## config.mk

```make
export PLATFORM = sky130hd
export DESIGN_NAME = sram_port_ctrl
export DESIGN_NICKNAME = d
export VERILOG_FILES = /design/src/rtl/sram_port_ctrl.sv
export SDC_FILE = /design/constraint.sdc
export NUM_CORES = 1
export LEC_CHECK = 0
export ABC_AREA = 1
export CORE_ASPECT_RATIO = 0.75
export CORE_MARGIN = 8
export CORE_UTILIZATION = 50
export DETAILED_ROUTE_END_ITERATION = 8
export GPL_ROUTABILITY_DRIVEN = 0
export PLACE_DENSITY = 0.79
export SLEW_MARGIN = 20
export SYNTH_ARGS = -nofsm -noshare
export SYNTH_HDL_FRONTEND = slang
export SYNTH_SLANG_ARGS = --single-unit
```

## constraint.sdc

```tcl
create_clock -name clk -period 2.95 [get_ports clk]
set_clock_uncertainty 0.05 [all_clocks]
set_input_delay 0.295 -clock clk [delete_from_list [all_inputs] [get_ports clk]]
set_output_delay 0.295 -clock clk [all_outputs]
set_load 0.1 [all_outputs]
```

## src/rtl/sram_port_ctrl.sv

```systemverilog
// Single-port SRAM access controller: arbitrates a write stream and a read-request
// stream onto one macro port and returns read data through a credit-limited response FIFO.
module sram_port_ctrl #(
    parameter int ADDR_W     = 12,
    parameter int DATA_W     = 8,
    parameter int READ_LAT   = 1,
    parameter int RSP_DEPTH  = 4,
    parameter int MAX_WR_RUN = 8
) (
    input  logic              clk,
    input  logic              resetn,
    input  logic              wr_valid,
    output logic              wr_ready,
    input  logic [ADDR_W-1:0] wr_addr,
    input  logic [DATA_W-1:0] wr_data,
    input  logic              rd_valid,
    output logic              rd_ready,
    input  logic [ADDR_W-1:0] rd_addr,
    output logic              rsp_valid,
    input  logic              rsp_ready,
    output logic [DATA_W-1:0] rsp_data,
    output logic [ADDR_W-1:0] sram_addr,
    output logic [DATA_W-1:0] sram_din,
    output logic              sram_write_en,
    output logic              sram_sense_en,
    input  logic [DATA_W-1:0] sram_dout
);
    localparam int PTR_W = $clog2(RSP_DEPTH);
    localparam int CNT_W = $clog2(RSP_DEPTH + 1);
    localparam int RUN_W = $clog2(MAX_WR_RUN + 1);

    logic [CNT_W-1:0]  credits_q, credits_d;
    logic [RUN_W-1:0]  wr_run_q, wr_run_d;
    logic [READ_LAT:0] tag_q, tag_d;
    logic [ADDR_W-1:0] sram_addr_q, sram_addr_d;
    logic [DATA_W-1:0] sram_din_q, sram_din_d;
    logic              sram_we_q, sram_we_d;
    logic              sram_se_q, sram_se_d;
    logic [DATA_W-1:0] mem_q [RSP_DEPTH];
    logic [PTR_W-1:0]  wr_ptr_q, wr_ptr_d, rd_ptr_q, rd_ptr_d;
    logic [CNT_W-1:0]  count_q, count_d;
    logic              rsp_valid_q, rsp_valid_d;
    logic [DATA_W-1:0] rsp_data_q, rsp_data_d;
    logic              has_credit, force_rd, wr_fire, rd_fire, push, pop;

    // Writes win unless a waiting read has been passed over MAX_WR_RUN times.
    always_comb begin
        has_credit = (credits_q != '0);
        force_rd   = rd_valid && has_credit && (wr_run_q == RUN_W'(MAX_WR_RUN));
        wr_ready   = !force_rd;
        rd_ready   = has_credit && (force_rd || !wr_valid);
        wr_fire    = wr_valid && wr_ready;
        rd_fire    = rd_valid && rd_ready;
        push       = tag_q[READ_LAT];
        pop        = rsp_valid_q && rsp_ready;
    end

    always_comb begin
        wr_run_d = wr_run_q;
        if (!rd_valid || rd_fire)
            wr_run_d = '0;
        else if (wr_fire && (wr_run_q != RUN_W'(MAX_WR_RUN)))
            wr_run_d = wr_run_q + RUN_W'(1);
        credits_d = credits_q - CNT_W'(rd_fire) + CNT_W'(pop);
    end

    always_comb begin
        sram_addr_d = sram_addr_q;
        sram_din_d  = '0;
        sram_we_d   = 1'b0;
        sram_se_d   = 1'b1;
        if (wr_fire) begin
            sram_addr_d = wr_addr;
            sram_din_d  = wr_data;
            sram_we_d   = 1'b1;
        end else if (rd_fire) begin
            sram_addr_d = rd_addr;
            sram_se_d   = 1'b0;
        end
    end

    // Tag pipeline: bit k set means the SRAM cycle k+1 stages ago was a read.
    assign tag_d[0] = rd_fire;
    generate
        for (genvar gi = 1; gi <= READ_LAT; gi++) begin : g_tag
            assign tag_d[gi] = tag_q[gi-1];
        end
    endgenerate

    // Head register is reloaded from the slot that becomes head after this cycle's pop/push.
    always_comb begin
        wr_ptr_d    = wr_ptr_q + PTR_W'(push);
        rd_ptr_d    = rd_ptr_q + PTR_W'(pop);
        count_d     = count_q + CNT_W'(push) - CNT_W'(pop);
        rsp_valid_d = (count_d != '0);
        rsp_data_d  = rsp_data_q;
        if (count_d != '0)
            rsp_data_d = (push && (wr_ptr_q == rd_ptr_d)) ? sram_dout : mem_q[rd_ptr_d];
    end

    always_ff @(posedge clk) begin
        if (push)
            mem_q[wr_ptr_q] <= sram_dout;
    end

    always_ff @(posedge clk or negedge resetn) begin
        if (!resetn) begin
            credits_q   <= CNT_W'(RSP_DEPTH);
            wr_run_q    <= '0;
            tag_q       <= '0;
            sram_addr_q <= '0;
            sram_din_q  <= '0;
            sram_we_q   <= 1'b0;
            sram_se_q   <= 1'b1;
            wr_ptr_q    <= '0;
            rd_ptr_q    <= '0;
            count_q     <= '0;
            rsp_valid_q <= 1'b0;
            rsp_data_q  <= '0;
        end else begin
            credits_q   <= credits_d;
            wr_run_q    <= wr_run_d;
            tag_q       <= tag_d;
            sram_addr_q <= sram_addr_d;
            sram_din_q  <= sram_din_d;
            sram_we_q   <= sram_we_d;
            sram_se_q   <= sram_se_d;
            wr_ptr_q    <= wr_ptr_d;
            rd_ptr_q    <= rd_ptr_d;
            count_q     <= count_d;
            rsp_valid_q <= rsp_valid_d;
            rsp_data_q  <= rsp_data_d;
        end
    end

    assign sram_addr     = sram_addr_q;
    assign sram_din      = sram_din_q;
    assign sram_write_en = sram_we_q;
    assign sram_sense_en = sram_se_q;
    assign rsp_valid     = rsp_valid_q;
    assign rsp_data      = rsp_data_q;

    // Credits bound outstanding reads, so a push into a full FIFO without a pop is a design bug.
    overflow_a: assert property (@(posedge clk) disable iff (!resetn)
        !(push && !pop && (count_q == CNT_W'(RSP_DEPTH))));
endmodule

```

==> results of run 1 <==
==> metal layers <==
| layer | vias up | wire (um) |
|---|---|---|
| met1 | 1293 | 3650 |
| met4 | 0 | 87 |
| met2 | 94 | 3830 |
| met5 | - | 0 |
| li1 | 1354 | - |
| met3 | 9 | 658 |
==> metrics by stage <==
step / setup slack [ns] / total power [mW]
floorplan: 0.0240 / 3.22
global placement: 0.348 / 3.72
detailed placement: 0.240 / 3.79
CTS: 0.425 / 4.55
global route: 0.266 / 4.81
finish: 0.461 / 4.53
==> logic make-up after synthesis <==
logic type / synth area share (%)
buffers and inverters: 6.67
AOI/OAI and AO/OA: 2.75
and+or+nand+nor: 24.3
DFF: 60.3
xor gates and xnor gates: 1.98
adders and majority gates: 3.95
==> final cells by class <==
class / count / area, um2 / area share, %
Tap cell: 84 / 105 / 2.31
Clock inverter: 6 / 62.6 / 1.38
Sequential cell: 79 / 2140 / 47.1
Timing Repair Buffer: 87 / 776 / 17.1
Inverter: 44 / 165 / 3.63
Clock buffer: 10 / 128 / 2.81
Multi-Input combinational cell: 239 / 1170 / 25.7
==> timing repair <==
| item | in CTS | in global routing |
|---|---|---|
| resized for setup | 0 | 0 |
| hold endpoints to repair | 0 | 45 |
| hold buffers | 0 | 1 |
==> path summary, 6_finish.rpt <==
| check | cells past startpoint | end |
|---|---|---|
| worst min-delay path | 0 | tag_q[1] |
| worst min register to register | 0 | tag_q[1] |
| worst max register to register | 14 | credits_q[2] |
| min in group asynchronous | 2 | rsp_data[5] |
| max in group asynchronous | 2 | sram_din[7] |
| worst max-delay path | 10 | rd_ready |
==> worst reg2reg max path, cell delays in order (launching register included) <==
cell and delay [ns]:
dfrtp_1 0.40, inv_1 0.11, ha_1 0.15, nand2_1 0.08
nor2_4 0.13, nand3_4 0.18, nand2_2 0.11, nand2_1 0.08
inv_1 0.09, ha_1 0.23, inv_1 0.06, ha_1 0.13
inv_1 0.05, fa_1 0.38, xnor2_1 0.17
==> state kept, by name (all words and copies together), names as in the netlist <==
name	cells
sram_sense_en	1
wr_run_q	4
mem_q	32
sram_din	8
rsp_valid	1
rsp_data	8
rd_ptr_q	2
credits_q	3
sram_addr	12
count_q	3
sram_write_en	1
tag_q	2
wr_ptr_q	2
==> report_power, final <==
| part | internal (mW) | leakage, nW | switching, mW | total (mW) |
|---|---|---|---|---|
| clock network | 0.388 | 0.0883 | 0.378 | 0.766 |
| registers | 1.39 | 0.859 | 0.139 | 1.53 |
| logic | 0.604 | 1.23 | 1.63 | 2.23 |
==> layout by cell type, fill, tap and decap left out, types with 2 or more instances in the layout <==
cell type and instances:
dfrtp_1 45, clkinv_2 2, nor2_4 2, clkbuf_8 9
nor2_2 3, nor3_1 4, nand2_1 102, dfstp_2 2
ha_1 8, nand3_1 40, edfxtp_1 32, inv_2 2
buf_4 42, xnor2_1 3, clkinvlp_4 3, clkdlybuf4s50_1 43
inv_1 42, nor2_1 47, o21ai_0 18, fa_1 2
xor2_1 5
==> results.md, run 1 <==
- EDFF count, synth: 32
- Worst EP arrival: between 2 and 2.5 ns
- Tmin final: around 2.5 ns
- Post-DRT Antenna Nets: 0
- Die Y: 88.9 um
- Worst-Margin Slew: approximately 0.58 ns
- Starting DRT DRC Count: between 100 and 150
- Placed Cells: 532
- Worst-Skew Late Latency: around 0.34 ns
- Yosys reg bits: 79
- Worst Setup End Kind: output pin
- Max FO, Critical Path: 22
- Crit path cell chain: inv_1, ha_1, nand2_1, nor2_4, nand3_4, nand2_2, buf_4, nand2_1, inv_1, buf_12
- Critical path startpoint: wr_run_q[0]
- Max IR drop VDD: approximately 0.00057 V
- Syn Nets: roughly 430
- DRC: 0
- Final Cell Area: roughly 4500 um2
- Largest area contributor in the netlist: dfrtp_1
- GRT Util Overall: around 17%
- GR Util met3: 6.21%
- # rows: 26
- CP bufs+invs: 4
- Final Hold Vio Count: 0
- Endpoints failing setup: 0
- Crit-path max cell delay: about 0.40 ns
- Gr ovfl total: 0
- Dpl cell area: around 4300 um2
- Vias post-DR: between 2000 and 3000
- Avg Synthesized Cell Area: about 9.5 um2
- Gr busiest metal: met2
- Pins over their slew limit: 0
- RSZ-0062 raised after global routing: no
- Core area: 6830 um2
- TNS Setup: 0 ns
- Grt met2 use: roughly a quarter
- Port Buf Inserts: 77
- Ports: about 80
- Mapped cell area: 3550 um2
- Layout cells sized above 1: 15.1%
- Vias in the first global route: around 2800
- Synth top area cells: dfrtp_1 (32%), edfxtp_1 (27%), nand2_1 (11%)
- Initial Util: between 50% and 60%
- Hold Startpoint: tag_q[0]
- Routed wire length: 8.22 mm
- Ant diodes: 0
- Max Buffers Root-to-Sink: 2
- H-tree Lvls: 3
- Ys Warns: 0
- Share of flip-flops with an asynchronous set or reset: between 50 and 60%
- Fmax: approximately 0.40 GHz
- Syn Inst Count: about 370
- Drt pass-1 iters: 4
- Met1 Use GR: about 22%
- Core Util, Final: between 60% and 70%
- Layout Cells excl Fill: ~550
- Top delay family on crit path: buffers and inverters
- Die ar.: 10100 um2
- Sequential area share after synthesis: roughly 60%
- Cell leakage power: around 2.2 nW
- Yosys top cell area share: 31.8%
- TritonCTS clock tree: yes
- Slew margin rel.: 61.5%
- Hold slack: a little over 0.3 ns
- Startpoint types: flop
- Status: complete, no violations
- Post-CTS setup buffers: 0
- Crit path required time: roughly 2.6 ns
- Top_reg_cell synth: dfrtp_1
- Cell variety after synth: 25
- Clock Sinks: between 70 and 80
- TritonCTS Buffers: 9
- P&R area growth vs syn: 28.2%
- Tcrit/Tclk final: a little over four fifths
- Largest net degree at the start of global routing: 48
- Max Cap Viol: 0
- Leading post-synthesis cells by instance count: nand2_1 (102), nor2_1 (47), dfrtp_1 (45)
- Clock root cell: clkbuf_8
- Slowest cell on crit path: dfrtp_1
- Critical path class: flop to output pin
- CTS clk-pin slew, worst paths: 0.07 ns
- Fillers: just over 500
- Die width: between 100 and 150 um
- Antenna violations before repair: 0
- WL per Instance: 15.0 um
- Power Dens Cells: ~1000 nW/um2
- Top-count cell post-synth: nand2_1
- RR Startpoint: wr_run_q[0]
- Vias per cell: about 5
- Nets@finish: just over 500
- First-pass GRT wire length: 13.6 mm
- Post-DP HPWL: slightly above 6 mm
- R2R setup slack: 0.50 ns
- HP Class: flop to flop
(Power assumes the default switching activity.)
==> run 2: changes to the inputs <==
CORE_UTILIZATION = 45   (was 50)
PLACE_DENSITY = 0.75   (was 0.79)
clock period = 2.2 ns   (was 2.95 ns; I/O delays follow)
==> run 2 against run 1 <==
Against the previous run: the flow now finishes with violations (negative setup slack); via count increased by 2.4%; critical path depth increased by 4; clock power increased by 21%.
==> results.md, run 2 (synthesized netlist as in run 1, its figures left out) <==
- Ports: 78 (unchanged)
- Core area: 7780 um2 (+14%)
- Starting DRT DRC Count: 136 (-2.9%)
- Tmin final: about 2.2 ns
- Slowest cell on crit path: fa_2
- HP Class: flop to flop
- Clock Sinks: 79 (unchanged)
- Die Y: 92.9 um (+4.4%)
- TritonCTS clock tree: yes
- Final Cell Area: 4970 um2 (+9.3%)
- WL per Instance: 14.3 um (-4.5%)
- Vias post-DR: 2816 (+2.4%)
- Max Buffers Root-to-Sink: 2 (unchanged)
- Drt pass-1 iters: 4 (unchanged)
- Commonest non-fill, non-tap cell in the layout: nand2_1
- Routed wire length: 8.51 mm (+3.5%)
- Worst-Skew Late Latency: 0.35 ns (about the same)
- Max FO, Critical Path: 2 (-91%)
- Port Buf Inserts: 77 (unchanged)
- First-pass GRT wire length: 13.9 mm (+2.3%)
- Final Hold Vio Count: 0 (unchanged)
- Endpoints failing setup: 6 (+6)
- TritonCTS Buffers: 9 (unchanged)
- Worst-Margin Slew: 0.674 ns (+0.0971 ns)
- Nets@finish: 540 (+4.9%)
- Crit path required time: 2.40 ns (-0.21 ns)
- Crit-path max cell delay: 0.53 ns (+0.13 ns)
- Slew margin rel.: 55.1% (-6.5 points)
- Failing checks: negative setup slack
- Largest register FFs: 32 (unchanged)
- Core Util, Final: 63.9% (-2.6 points)
- Die ar.: 11000 um2 (+9.3%)
- Crit path cell chain: inv_2, ha_4, nand2_4, nor2_4, nand3_4, nand2_4, nand2_4, inv_4, ha_4, inv_2, ha_4, inv_2, fa_2, inv_2
- CP bufs+invs: 5 (+1)
- Vias per cell: 4.73 (-5.5%)
- Vias in the first global route: 2850 (+1.7%)
- Die width: 119 um (+4.6%)
- Initial Util: 45.6% (-6.3 points)
- Cell leakage power: 2.35 nW (+8.0%)
- Post-DP HPWL: 6.25 mm (+0.55%)
- GRT Util Overall: 15.7% (-1.6 points)
- P&R area growth vs syn: 40.2%
- Clock root cell: clkbuf_8
- Dpl cell area: 4620 um2 (+6.3%)
- Critical path class: flop to flop
- Worst EP arrival: 2.42 ns (+0.28 ns)
- Reg with most FFs: mem_q
- Max IR drop VDD: 0.000660 V (+16%)
- Status: complete, but fails checks
- Startpoint types: flop
- Ant diodes: 0 (unchanged)
- # rows: 28 (+7.7%)
- CTS clk-pin slew, worst paths: 0.08 ns (about the same)
- Post-DRT Antenna Nets: 0 (unchanged)
- Largest net degree at the start of global routing: 30 (-38%)
- Layout cells sized above 1: 25.9% (+11 points)
- Top delay family on crit path: adder cells
- Worst Setup End Kind: flop
- DRC: 0 (unchanged)
- Post-place setup slack: -0.239 ns (-0.479 ns)
- Tcrit/Tclk final: 101%
- RSZ-0062 raised after global routing: yes
- H-tree Lvls: 3 (unchanged)
- Max Cap Viol: 0 (unchanged)
- Power Dens Cells: 1300 nW/um2 (+31%)
- R2R setup slack: -0.02 ns (-0.52 ns)
- Final worst slack: -0.0193 ns (-0.480 ns)
- Final Power: 6.48 mW (+43%)
- Most used cell, CP: inv_2
- Gr ovfl total: 0 (unchanged)
- Fmax: ~0.45 GHz
- Most frequent cells in the layout: nand2_1 (98), buf_4 (59), nor2_1 (47)
- Antenna violations before repair: 0 (unchanged)
- Pins over their slew limit: 0 (unchanged)
run 2: cell types whose count changed in the layout (fill, tap and decap cells not counted), sizes merged:
cell / before / now
buf: 43 / 66
bufinv: 1 / 0
clkbuf: 10 / 11
clkinv: 2 / 3
nand3: 41 / 42
run 2: worst paths after layout:
| kind | from | end | cells after the start |
|---|---|---|---|
| max | wr_run_q[0] | credits_q[1] | 14 |
| min | tag_q[0] | tag_q[1] | 0 |
| max reg2reg | wr_run_q[0] | credits_q[1] | 14 |
| min reg2reg | tag_q[0] | tag_q[1] | 0 |
| max in group asynchronous | resetn | sram_addr[8] | 3 |
| min in group asynchronous | resetn | sram_addr[5] | 2 |
run 2: report_power, final:
part / switching, mW / internal [mW]
Combinational: 2.37 / 1.11
Clock: 0.526 / 0.404
Sequential: 0.200 / 1.87
run 2: worst reg2reg max path: cells and delay by family, from the launching register on:
family / cells / cell delay, ns
adders and majority gates: 4 / 0.98
buffers and inverters: 5 / 0.27
DFF: 1 / 0.39
and+or+nand+nor: 5 / 0.44
run 2: what timing repair did:
item                       4_1_cts  5_1_grt
gates resized for setup          5       13
setup buffers                    2        7
hold buffers                     1        0
setup endpoints to repair       10       11
pin swaps                        4       11
hold endpoints to repair        25        0
cloned                           1        1
run 2: through the flow:
stage / TNS (ns) / hold WS [ns] / instances
6_report: -0.0625 / 0.323 / 595
5_1_grt: -0.901 / 0.326 / 595
4_1_cts: 0 / 0.307 / 587
3_5_place_dp: -2.09 / 0.248 / 567
3_3_place_gp: -1.49 / 0.242 / 567
2_1_floorplan: -1.60 / -0.126 / 372
run 2: per-layer routing:
layer	up-vias	wire, um	GRT usage, %	part of all wire, %
met3	12	390	4.38	4.6
met4	0	125	5.88	1.5
met1	1339	3930	19.9	46
li1	1407	-	-	-
met5	-	0	0	0
met2	58	4050	25.4	48
run 2: cell type report:
cell class,instances,area [um2]
multi-input cells,240,1340
clock inverters,6,37.5
flip-flops and latches,79,2140
well taps,105,131
clock buffers,10,128
repair buffers,111,1020
inverters,44,170
fillers,621,2810
